<file path="src/rtl/fxp_div_pkg.sv">
// rtl/fxp_div_pkg.sv - shared state encoding and saturation limits for the fixed-point divider
package fxp_div_pkg;

  typedef enum logic [1:0] {IDLE, CALC, FIX, DONE} state_t;

  function automatic logic [63:0] fxp_max(input int width);
    return (64'd1 << (width - 1)) - 64'd1;
  endfunction

  // Bit pattern of -2^(width-1); also the largest magnitude a negative result may carry.
  function automatic logic [63:0] fxp_min(input int width);
    return 64'd1 << (width - 1);
  endfunction

endpackage

</file>
<file path="src/rtl/fxp_div_fix.sv">
// rtl/fxp_div_fix.sv - combinational sign, rounding and saturation stage for the divider quotient
module fxp_div_fix
  import fxp_div_pkg::*;
#(
  parameter int WIDTH = 16,
  parameter int ROUND = 0,
  parameter int MAG_W = 24
) (
  input  logic [MAG_W-1:0] i_mag,
  input  logic             i_neg,
  input  logic             i_dvd_neg,
  input  logic             i_div_zero,
  output logic [WIDTH-1:0] o_quotient,
  output logic             o_overflow,
  output logic             o_div_zero
);

  localparam logic [WIDTH-1:0] MAX_Q   = WIDTH'(fxp_max(WIDTH));
  localparam logic [WIDTH-1:0] MIN_Q   = WIDTH'(fxp_min(WIDTH));
  localparam logic [MAG_W-1:0] MAX_MAG = MAG_W'(fxp_max(WIDTH));
  localparam logic [MAG_W-1:0] MIN_MAG = MAG_W'(fxp_min(WIDTH));
  localparam logic [WIDTH-1:0] ZERO_W  = '0;

  logic [MAG_W-1:0] mag_r;

  always_comb begin
    mag_r      = i_mag;
    o_quotient = '0;
    o_overflow = 1'b0;
    o_div_zero = 1'b0;
    // The extra LSB is the half bit: adding it before dropping rounds the magnitude half-up.
    if (ROUND != 0) begin
      mag_r = (i_mag >> 1) + MAG_W'(i_mag[0]);
    end
    if (i_div_zero) begin
      o_div_zero = 1'b1;
      o_overflow = 1'b1;
      o_quotient = i_dvd_neg ? MIN_Q : MAX_Q;
    end else if (i_neg) begin
      if (mag_r > MIN_MAG) begin
        o_overflow = 1'b1;
        o_quotient = MIN_Q;
      end else begin
        o_quotient = ZERO_W - mag_r[WIDTH-1:0];
      end
    end else begin
      if (mag_r > MAX_MAG) begin
        o_overflow = 1'b1;
        o_quotient = MAX_Q;
      end else begin
        o_quotient = mag_r[WIDTH-1:0];
      end
    end
  end

endmodule

</file>
<file path="src/rtl/fxp_div_stream.sv">
// rtl/fxp_div_stream.sv - signed fixed-point restoring divider with valid/ready handshakes and tag
module fxp_div_stream
  import fxp_div_pkg::*;
#(
  parameter int WIDTH = 16,
  parameter int FRAC  = 8,
  parameter int ROUND = 0,
  parameter int TAG_W = 4
) (
  input  logic             i_clk,
  input  logic             i_rst_n,
  input  logic             i_valid,
  output logic             o_ready,
  input  logic [WIDTH-1:0] i_dividend,
  input  logic [WIDTH-1:0] i_divisor,
  input  logic [TAG_W-1:0] i_tag,
  output logic             o_valid,
  input  logic             i_ready,
  output logic [WIDTH-1:0] o_quotient,
  output logic [TAG_W-1:0] o_tag,
  output logic             o_overflow,
  output logic             o_div_zero
);

  localparam int ITERS = WIDTH + FRAC + ROUND;
  localparam int SH    = FRAC + ROUND;
  localparam int CNT_W = $clog2(ITERS + 1);
  localparam logic [WIDTH-1:0] ONE_W = WIDTH'(1);

  state_t           state_q, state_d;
  logic [CNT_W-1:0] cnt_q, cnt_d;
  logic [WIDTH:0]   rem_q, rem_d;
  logic [ITERS-1:0] nq_q, nq_d;
  logic [WIDTH-1:0] dvs_q, dvs_d;
  logic             neg_q, neg_d;
  logic             dvd_neg_q, dvd_neg_d;
  logic             zero_q, zero_d;
  logic [TAG_W-1:0] tag_q, tag_d;
  logic [TAG_W-1:0] out_tag_q, out_tag_d;
  logic             ready_q, ready_d;
  logic             valid_q, valid_d;
  logic [WIDTH-1:0] quo_q, quo_d;
  logic             ovf_q, ovf_d;
  logic             dz_q, dz_d;

  logic [WIDTH-1:0] abs_dvd, abs_dvs;
  logic [WIDTH:0]   rem_sh, rem_sub;
  logic             rem_ge;
  logic [WIDTH-1:0] fix_quo;
  logic             fix_ovf, fix_dz;
  logic             unused_rem_msb;

  // Remainder stays below the divisor (<= 2^(WIDTH-1)), so its top bit is always clear.
  assign unused_rem_msb = rem_q[WIDTH];

  assign abs_dvd = i_dividend[WIDTH-1] ? (~i_dividend + ONE_W) : i_dividend;
  assign abs_dvs = i_divisor[WIDTH-1]  ? (~i_divisor + ONE_W)  : i_divisor;
  assign rem_sh  = {rem_q[WIDTH-1:0], nq_q[ITERS-1]};
  assign rem_ge  = rem_sh >= {1'b0, dvs_q};
  assign rem_sub = rem_sh - {1'b0, dvs_q};

  fxp_div_fix #(
    .WIDTH (WIDTH),
    .ROUND (ROUND),
    .MAG_W (ITERS)
  ) u_fix (
    .i_mag      (nq_q),
    .i_neg      (neg_q),
    .i_dvd_neg  (dvd_neg_q),
    .i_div_zero (zero_q),
    .o_quotient (fix_quo),
    .o_overflow (fix_ovf),
    .o_div_zero (fix_dz)
  );

  always_comb begin
    state_d   = state_q;
    cnt_d     = cnt_q;
    rem_d     = rem_q;
    nq_d      = nq_q;
    dvs_d     = dvs_q;
    neg_d     = neg_q;
    dvd_neg_d = dvd_neg_q;
    zero_d    = zero_q;
    tag_d     = tag_q;
    out_tag_d = out_tag_q;
    ready_d   = ready_q;
    valid_d   = valid_q;
    quo_d     = quo_q;
    ovf_d     = ovf_q;
    dz_d      = dz_q;
    case (state_q)
      IDLE: begin
        if (i_valid && ready_q) begin
          state_d   = CALC;
          ready_d   = 1'b0;
          cnt_d     = '0;
          rem_d     = '0;
          nq_d      = ITERS'(abs_dvd) << SH;
          dvs_d     = abs_dvs;
          neg_d     = i_dividend[WIDTH-1] ^ i_divisor[WIDTH-1];
          dvd_neg_d = i_dividend[WIDTH-1];
          zero_d    = (i_divisor == '0);
          tag_d     = i_tag;
        end
      end
      CALC: begin
        // Numerator bits shift out the top while quotient bits fill in from the bottom.
        rem_d = rem_ge ? rem_sub : rem_sh;
        nq_d  = {nq_q[ITERS-2:0], rem_ge};
        cnt_d = cnt_q + CNT_W'(1);
        if (cnt_q == CNT_W'(ITERS - 1)) begin
          state_d = FIX;
        end
      end
      FIX: begin
        quo_d     = fix_quo;
        ovf_d     = fix_ovf;
        dz_d      = fix_dz;
        out_tag_d = tag_q;
        valid_d   = 1'b1;
        state_d   = DONE;
      end
      DONE: begin
        if (i_ready) begin
          valid_d = 1'b0;
          ready_d = 1'b1;
          state_d = IDLE;
        end
      end
      default: state_d = IDLE;
    endcase
  end

  always_ff @(posedge i_clk or negedge i_rst_n) begin
    if (!i_rst_n) begin
      state_q   <= IDLE;
      cnt_q     <= '0;
      rem_q     <= '0;
      nq_q      <= '0;
      dvs_q     <= '0;
      neg_q     <= 1'b0;
      dvd_neg_q <= 1'b0;
      zero_q    <= 1'b0;
      tag_q     <= '0;
      out_tag_q <= '0;
      ready_q   <= 1'b1;
      valid_q   <= 1'b0;
      quo_q     <= '0;
      ovf_q     <= 1'b0;
      dz_q      <= 1'b0;
    end else begin
      state_q   <= state_d;
      cnt_q     <= cnt_d;
      rem_q     <= rem_d;
      nq_q      <= nq_d;
      dvs_q     <= dvs_d;
      neg_q     <= neg_d;
      dvd_neg_q <= dvd_neg_d;
      zero_q    <= zero_d;
      tag_q     <= tag_d;
      out_tag_q <= out_tag_d;
      ready_q   <= ready_d;
      valid_q   <= valid_d;
      quo_q     <= quo_d;
      ovf_q     <= ovf_d;
      dz_q      <= dz_d;
    end
  end

  assign o_ready    = ready_q;
  assign o_valid    = valid_q;
  assign o_quotient = quo_q;
  assign o_tag      = out_tag_q;
  assign o_overflow = ovf_q;
  assign o_div_zero = dz_q;

endmodule
</file>
<file path="config.mk">
export PLATFORM = sky130hd
export DESIGN_NAME = fxp_div_stream
export DESIGN_NICKNAME = d
export VERILOG_FILES = /design/src/rtl/fxp_div_pkg.sv /design/src/rtl/fxp_div_fix.sv /design/src/rtl/fxp_div_stream.sv
export SDC_FILE = /design/constraint.sdc
export NUM_CORES = 1
export LEC_CHECK = 0
export BUFFER_PORTS_ARGS = -buffer_cell sky130_fd_sc_hd__buf_2
export CAP_MARGIN = 5
export CORE_ASPECT_RATIO = 0.6
export CORE_MARGIN = 8
export CORE_UTILIZATION = 45
export CTS_BUF_LIST = sky130_fd_sc_hd__clkbuf_16
export DETAILED_ROUTE_END_ITERATION = 12
export SLEW_MARGIN = 20
export SYNTH_ARGS = -nofsm -noshare
export SYNTH_HDL_FRONTEND = slang
export SYNTH_SLANG_ARGS = --single-unit
</file>
<file path="constraint.sdc">
create_clock -name i_clk -period 3.4 [get_ports i_clk]
set_input_delay 0.17 -clock i_clk [delete_from_list [all_inputs] [get_ports i_clk]]
set_output_delay 0.17 -clock i_clk [all_outputs]
set_load 0.01 [all_outputs]
</file>
# After elaboration in Yosys (flattened, before gate mapping)
# Index checks and enable logic that the tools add are counted.
# op_classes
order_cmp	3
addsub	5
bitwise_logic	3
reduce_logical	11
mux	28
n_eq_ne	7
# ops
cell	count
$mux 16	9
$pmux 24 s2	1
$add 16x1->16 const B	2
$not 16->16	2
$pmux 16 s2	1
$gt 24x15->1 const B	1
$gt 24x16->1 const B	1
$mux 24	1
$ge 17x16->1	1
$logic_not 16->1	1
$sub 1x16->16 const A	1
$sub 16x16->16	1
$pmux 5 s2	1
$mux 1	8
$pmux 2 s4	1
$mux 2	3
$ne 2x2->1 const B	3
$reduce_and 2->1	3
$reduce_and 3->1	2
$reduce_bool 2->1	3
$add 5x1->5 const B	1
$eq 5x5->1 const B	1
$mux 5	1
$eq 2x2->1 const B	2
other kinds (5)	6
# word_totals
ff_bits	94
output_inout_bits	24
inputBits	40

# Depth between registers and ports, before layout
# Gate-level depths: netlist (run 1).
# depth
ltp_word	5
depth_mapped	10
mapped_depth_nobuf	9

# Modules after synthesis
# From an unflattened synthesis (run 1), not the netlist that was laid out.
# hier_totals
hier_cells	671
hier_area_um2	5980.7
# by_module_without_submodules
module	cells_per_inst	area_each_um2	instances
fxp_div_stream	555	5301.3	1
fxp_div_fix	116	679.4	1

# Least setup slack after synthesis (run 1)
# OpenSTA, ideal clock, no wires.
# synth_timing
kind	register to register
from	register nq_q[23]
to	register rem_q[12]
path_stages_with_launch	10
required_ns	3.274
setup_slack_ns	1.166
setup_ns	0.126
t_arrival_ns	2.108
path_buffers	0
path_cell_list	dfrtp_1 -> inv_1 -> ha_1 -> fa_1 -> nand2b_1 -> a21oi_1 -> o2111ai_1 -> mux2i_1 -> a21oi_1 -> a221o_1
# synth_via
elab_chain_len	3
elab_cells_between_ends	4
cone_classes	add/sub (1); order compare (1); mux (2)
# synth_rtl
item	line_no	source
start: declaration	fxp_div_stream.sv:33	logic [ITERS-1:0] nq_q, nq_d;
start signal: assignment	fxp_div_stream.sv:156	nq_q <= nq_d;
$sub 16x16->16 / $ge 17x16->1 (equally long branches)	fxp_div_stream.sv:60, fxp_div_stream.sv:59	
$mux 16 *	fxp_div_stream.sv:109	rem_d = rem_ge ? rem_sub : rem_sh;
$pmux 16 s2 *	fxp_div_stream.sv:92	case (state_q)
end signal: assignment	fxp_div_stream.sv:155	rem_q <= rem_d;
end: declaration	fxp_div_stream.sv:32	logic [WIDTH:0] rem_q, rem_d;
# Mark *: on every way between the ends. The rest lies on a longest branch, timed or not.
# A chain may end at the register's enable or synchronous reset.

# Worst setup path after layout (run 1)
# layout_timing
from	register dvs_q[1]
to	register rem_q[2]
# layout_via
elab_chain_len	3
elab_cells_between_ends	4
cone_classes	add/sub (1); order compare (1); mux (2)
# layout_rtl
item	line_no	source
start: declaration	fxp_div_stream.sv:34	logic [WIDTH-1:0] dvs_q, dvs_d;
start signal: assignment	fxp_div_stream.sv:157	dvs_q <= dvs_d;
$sub 16x16->16 / $ge 17x16->1 (equally long branches)	fxp_div_stream.sv:60, fxp_div_stream.sv:59	
$mux 16 *	fxp_div_stream.sv:109	
$pmux 16 s2 *	fxp_div_stream.sv:92	
# Marks and branches as above.

==> impl_metrics.ini, run 1 <==
[timing]
fin_crit_ps = 2866
post-route-period-util_pct = 84.29
setup_viol = 0
timing_hold_violations_final = 0
relSlewSlack_pct = 40.07
rsz0062_at_grt = false
tightest_slew_ps = 898.9
clock-skew-final_ps = 9.464
fmax_mhz = 348.9
drv_slew = 0
setup_tns_ps = 0

[critical_path]
slowest_delay_ps = 630
crit_buf_inv = 2
critPathKind = reg2reg
crit_path_top_delay_cell = a211oi_2
endpoint_kind = register
start_kind = register
crit_arrival_ps = 3090
crit_family = compound AO/OA/AOI/OAI gates
critPathMaxFanout = 10
required_ps = 3620
path_cells = inv_1 -> ha_1 -> nor2b_1 -> o21ai_0 -> a311oi_1 -> a211oi_2 -> buf_4 -> mux2i_1 -> o21ai_0
cpMostUsedCell = o21ai_0

[placement]
portBuffers = 63
gp_congestion = 0.8859
dp_hpwl_um = 12520

[logic_synthesis]
ys_async_sr_fraction_pct = 100.0
synth_common_cells = dfrtp_1, o21ai_0, nand2_1
netlist_instances = 666
syn_nets = 732
yosys-top-cells-area = dfrtp_1, o21ai_0, ha_1
synth-edff-count = 0
synth-seq-area-share_pct = 39.60
synth.most_common_cell = dfrtp_1
avgSynthCellArea_um2 = 8.924
yosys_warnings = 0
synth_top_flop_cell = dfrtp_1
ys_types = 73
yosys.area.top_type = dfrtp_1
synth_area_mm2 = 0.005943
ys_ff_latch = 94
synth.top_cell.area_share_pct = 39.16

[floorplanning]
core-area_mm2 = 0.01285
io_pins = 64
die_w_um = 164.4
initial_core_util_pct = 46.24
dieArea_mm2 = 0.01726
rows = 32
die_h_um = 105.0

[routing]
drtAntennaViolNets = 0
routed_via_density = 5.856
drc = 0
detail_route.wl_per_cell_um = 18.50
num_vias = 5229
drt-initial-drc-count = 481
postRouteWirelength_um = 16520
dr.pass1.iters = 5

[clocking]
cts.sinks = 94
clockBufferDepth = 2
clk_latency_ps = 350
cts_buffers = 9
cts_root_buffer = clkbuf_16
clk_pin_slew_ps = 70
htree_num_levels = 3
post-cts-setup-buffers = 0
cts_tree = done
cts_hold_buf = 1
cts_resized = 0

[pwr]
leakage_nw = 3.015
irDropWorstVdd_v = 0.0002120
power_density_mw_per_mm2 = 335.8
power.total_mw = 2.254

[global_route]
grt_use_total_pct = 19.55
grt_overflow = 0
antenna_found_initial = 0
grt_max_degree = 45
grt_pass1_wl_um = 27350
first_global_vias = 5105

[final_layout]
final.fill_count = 1201
syn_to_final_growth_pct = 12.95
fin_nets = 784
drive_above_1_share_pct = 15.77
n_antenna_cell = 0

[hold_path]
hp-class = in2reg

[run]
drv_cap = 0

[run_status]
status = completed
==> power by group <==
group	switching (mW)	leakage [nW]	total (mW)	internal, mW
clock network	0.450	0.142	1.02	0.567
registers	0.000000246	1.27	1.12	1.12
logic	0.0774	1.60	0.120	0.0422
total	0.527	3.02	2.25	1.73
==> stage by stage <==
| step | std cells | hold WS (ps) | worst slack, ps | util [%] | cell area, µm² |
|---|---|---|---|---|---|
| 5_1_grt | 893 | 53.17 | 356.9 | 52.23 | 6713 |
| 3_5_place_dp | 876 | 224.8 | 569.0 | 49.88 | 6411 |
| 4_1_cts | 893 | 43.88 | 550.1 | 52.23 | 6713 |
| 3_3_place_gp | 876 | 214.4 | 722.2 | 49.88 | 6411 |
| 2_1_floorplan | 666 | -125.6 | 1166 | - | 5943 |
| 6_report | 893 | 50.47 | 534.1 | 52.23 | 6713 |
==> sequential cells by signal, summed over array words and instances, names as in the netlist, 2 cells and up <==
name / cells
nq_q: 24
dvs_q: 16
o_tag: 4
state_q: 2
cnt_q: 5
o_quotient: 16
tag_q: 4
rem_q: 16
==> layout make-up <==
class / instances / area (µm²) / area share [%]
tap: 170 / 212.7 / 3.169
clock buffer: 9 / 225.2 / 3.355
inverter: 35 / 131.4 / 1.957
timing repair buffer: 76 / 417.9 / 6.226
multi-input combinational: 502 / 3306 / 49.25
sequential: 94 / 2354 / 35.06
clock inverter: 7 / 66.31 / 0.9879
==> logic make-up (layout without fill, tap and decap cells) <==
group	after synthesis	count (layout)	share of synthesized area (%)
adders and majority gates	26	26	5.600
muxes	19	19	3.411
AOI/OAI and AO/OA	220	220	24.06
xor gates and xnor gates	41	41	6.042
DFF	94	94	39.60
and+or+nand+nor	196	196	16.44
buffers and inverters	70	127	4.842
==> layout by cell type (no fill, tap or decap), types with 7 or more instances in the layout <==
master,synthesis,routed
xor2_1,33,33
mux2i_1,9,9
xnor2_1,8,8
ha_1,25,25
a22oi_1,11,11
buf_2,5,62
nand2b_1,9,9
dfrtp_1,93,93
a211oi_1,7,7
nand2_1,76,76
clkbuf_16,0,9
o21ai_0,79,79
a21oi_1,35,34
or3_1,10,10
o31ai_1,10,10
nor3_1,10,10
nand3_1,17,17
mux2_2,10,10
a21boi_0,7,7
o211ai_1,7,7
inv_1,34,35
buf_4,1,13
nor2_1,34,34
==> metal layers <==
metal | up-vias | track usage [%] | share of wire, %
met5 | - | 0 | 0
met4 | 0 | 2.907 | 0.60
met3 | 12 | 6.230 | 8.6
met2 | 179 | 24.90 | 37
met1 | 2513 | 31.10 | 53
li1 | 2525 | - | -
==> worst paths after layout <==
check / startpoint / endpoint / slack (ps) / cells after the start
hold / removal: i_tag[1] / tag_q[1]$_DFFE_PN0P_ / 50 / 2
setup reg to reg: dvs_q[1]$_DFFE_PN0P_ / rem_q[2]$_DFFE_PN0P_ / 530 / 9
max in group asynchronous: i_rst_n / o_quotient[14]$_DFFE_PN0P_ / 2210 / 3
hold reg to reg: dvs_q[3]$_DFFE_PN0P_ / dvs_q[3]$_DFFE_PN0P_ / 480 / 2
min in group asynchronous: i_rst_n / dvs_q[11]$_DFFE_PN0P_ / 370 / 2
setup / recovery: dvs_q[1]$_DFFE_PN0P_ / rem_q[2]$_DFFE_PN0P_ / 530 / 9
Power figures use the tool's default switching activity.
==> run 2, diff against run 1 <==
clock period = 2.8 ns   (was 3.4 ns; I/O delays follow)
==> run 2 against run 1 <==
  * Global-route usage down 0.29 points
  * Cell count unchanged
  * Fmax is 13% higher
  * Clock power rose by 14%
  * Sequential share of layout area hardly changed
  * Combinational power is 22% higher
  * Register-to-register slack got worse by 280 ps
  * Setup slack got worse by 280 ps
  * Design area rose by 0.11%
  * Sequential power grew 21%
  * Critical path depth shrank 1
  * Critical path type unchanged
  * Critical endpoint is now nq_q[0]$_DFFE_PN0P_
  * Largest cell class unchanged
  * Largest power group unchanged
==> impl_metrics.ini, run 2 (synthesis results as in run 1) <==
[final_layout]
final_common_cell = dfrtp_1
largest_register_ffs = 24
final_cell_mix = dfrtp_1, o21ai_0, nand2_1, buf_2
drive_above_1_share_pct = 15.91
finalNonFillerCells = 893
syn_to_final_growth_pct = 13.07
n_antenna_cell = 0
top_register = nq_q
fin_nets = 784

[global_route]
grt_pass1_wl_um = 26970
first_global_vias = 5053
grt_max_degree = 52
grt_use_total_pct = 19.26
antenna_found_initial = 0
grt_overflow = 0

[clocking]
htree_num_levels = 3
cts_buffers = 9
cts_root_buffer = clkbuf_16
cts_tree = done
cts.sinks = 94
clk_pin_slew_ps = 70
clockBufferDepth = 2
clk_latency_ps = 340

[placement]
dp_hpwl_um = 12120
gp_congestion = 0.8829
pre_cts_ws_ps = 268.3
dp_cells = 876
portBuffers = 63

[routing]
detail_route.wl_per_cell_um = 18.00
routed_via_density = 5.851
postRouteWirelength_um = 16080
drtAntennaViolNets = 0
dr.pass1.iters = 5
drt-initial-drc-count = 525
drc = 0
num_vias = 5225

[hold_path]
hold_start = i_tag[3]
holdPathEnd = tag_q[3]$_DFFE_PN0P_
hp-class = in2reg
min_path_cells = 2

[timing]
setup_tns_ps = 0
setup_viol = 0
tightest_slew_ps = 718.3
setup_ws_ps = 258.4
fmax_mhz = 393.5
relSlewSlack_pct = 51.79
rsz0062_at_grt = false
holdWs_ps = 23.04
timing_hold_violations_final = 0
clock-skew-final_ps = 5.999
fin_crit_ps = 2542
drv_slew = 0
post-route-period-util_pct = 90.77

[critical_path]
critPathMaxFanout = 16
r2r_cells = 8
crit_start = rem_q[7]$_DFFE_PN0P_
worstReg2RegStart = rem_q[7]$_DFFE_PN0P_
crit_arrival_ps = 2730
reg2reg_to = nq_q[0]$_DFFE_PN0P_
start_kind = register
endpoint_kind = register
reg2reg_slack_ps = 260
required_ps = 2990
critPathKind = reg2reg

[floorplanning]
dieArea_mm2 = 0.01726
rows = 32
die_h_um = 105.0
io_pins = 64
core-area_mm2 = 0.01285
die_w_um = 164.4
initial_core_util_pct = 46.24

[pwr]
irDropWorstVdd_v = 0.0002850
leakage_nw = 3.011
power_density_mw_per_mm2 = 396.2

[run_status]
status = completed

[run]
drv_cap = 0
## run 2: through the flow
step	total power [mW]	cell area (µm²)	util, %
finish	2.663	6720	52.29
global route	2.761	6720	52.29
CTS	2.692	6720	52.29
detailed placement	1.532	6436	50.08
global placement	1.527	6436	50.08
floorplan	1.437	5943	-
## run 2: layout make-up
| class | instances | area (µm²) |
|---|---|---|
| Timing Repair Buffer | 76 | 442.9 |
| Fill cell | 1200 | 6132 |
| Tap cell | 170 | 212.7 |
| Multi-Input combinational cell | 502 | 3306 |
| Clock inverter | 7 | 48.80 |
| Clock buffer | 9 | 225.2 |
| Sequential cell | 94 | 2354 |
| Inverter | 35 | 131.4 |
## run 2: worst max path at each step
stage                                       end  depth (start not counted)
final                       nq_q[0]$_DFFE_PN0P_                          8
after detailed placement    nq_q[0]$_DFFE_PN0P_                          9
after global routing       nq_q[13]$_DFFE_PN0P_                          7
after CTS                   nq_q[0]$_DFFE_PN0P_                          9
after global placement      nq_q[0]$_DFFE_PN0P_                          9
after floorplan           rem_q[12]$_DFFE_PN0P_                          9
## run 2: layer usage
metal	part of all wire (%)	track usage, %
met5	0	0
met4	0.75	3.230
met3	8.1	5.368
met2	37	24.75
met1	54	30.80
## run 2: report_power, final
part / leakage (nW) / internal (mW) / switching, mW / total (mW)
Sequential: 1.27 / 1.36 / 0.000000286 / 1.36
Combinational: 1.60 / 0.0523 / 0.0945 / 0.147
Clock: 0.133 / 0.606 / 0.553 / 1.16
Total: 3.01 / 2.02 / 0.647 / 2.66
## run 2: what timing repair did
item                                   in CTS  in global routing
endpoints found under the hold margin      49                  0
resized for setup                           0                  1
setup buffers                               0                  0
hold buffers                                1                  0
setup endpoints to repair                   0                  7
## run 2: worst max-delay path, cell delays in order, from the launching register on
cell and delay (ps):
dfrtp_1 400, ha_1 380, and2_0 280, a21boi_0 240, o221ai_1 190, a211oi_2 340
buf_12 200, nand2b_1 230, o21ai_0 130
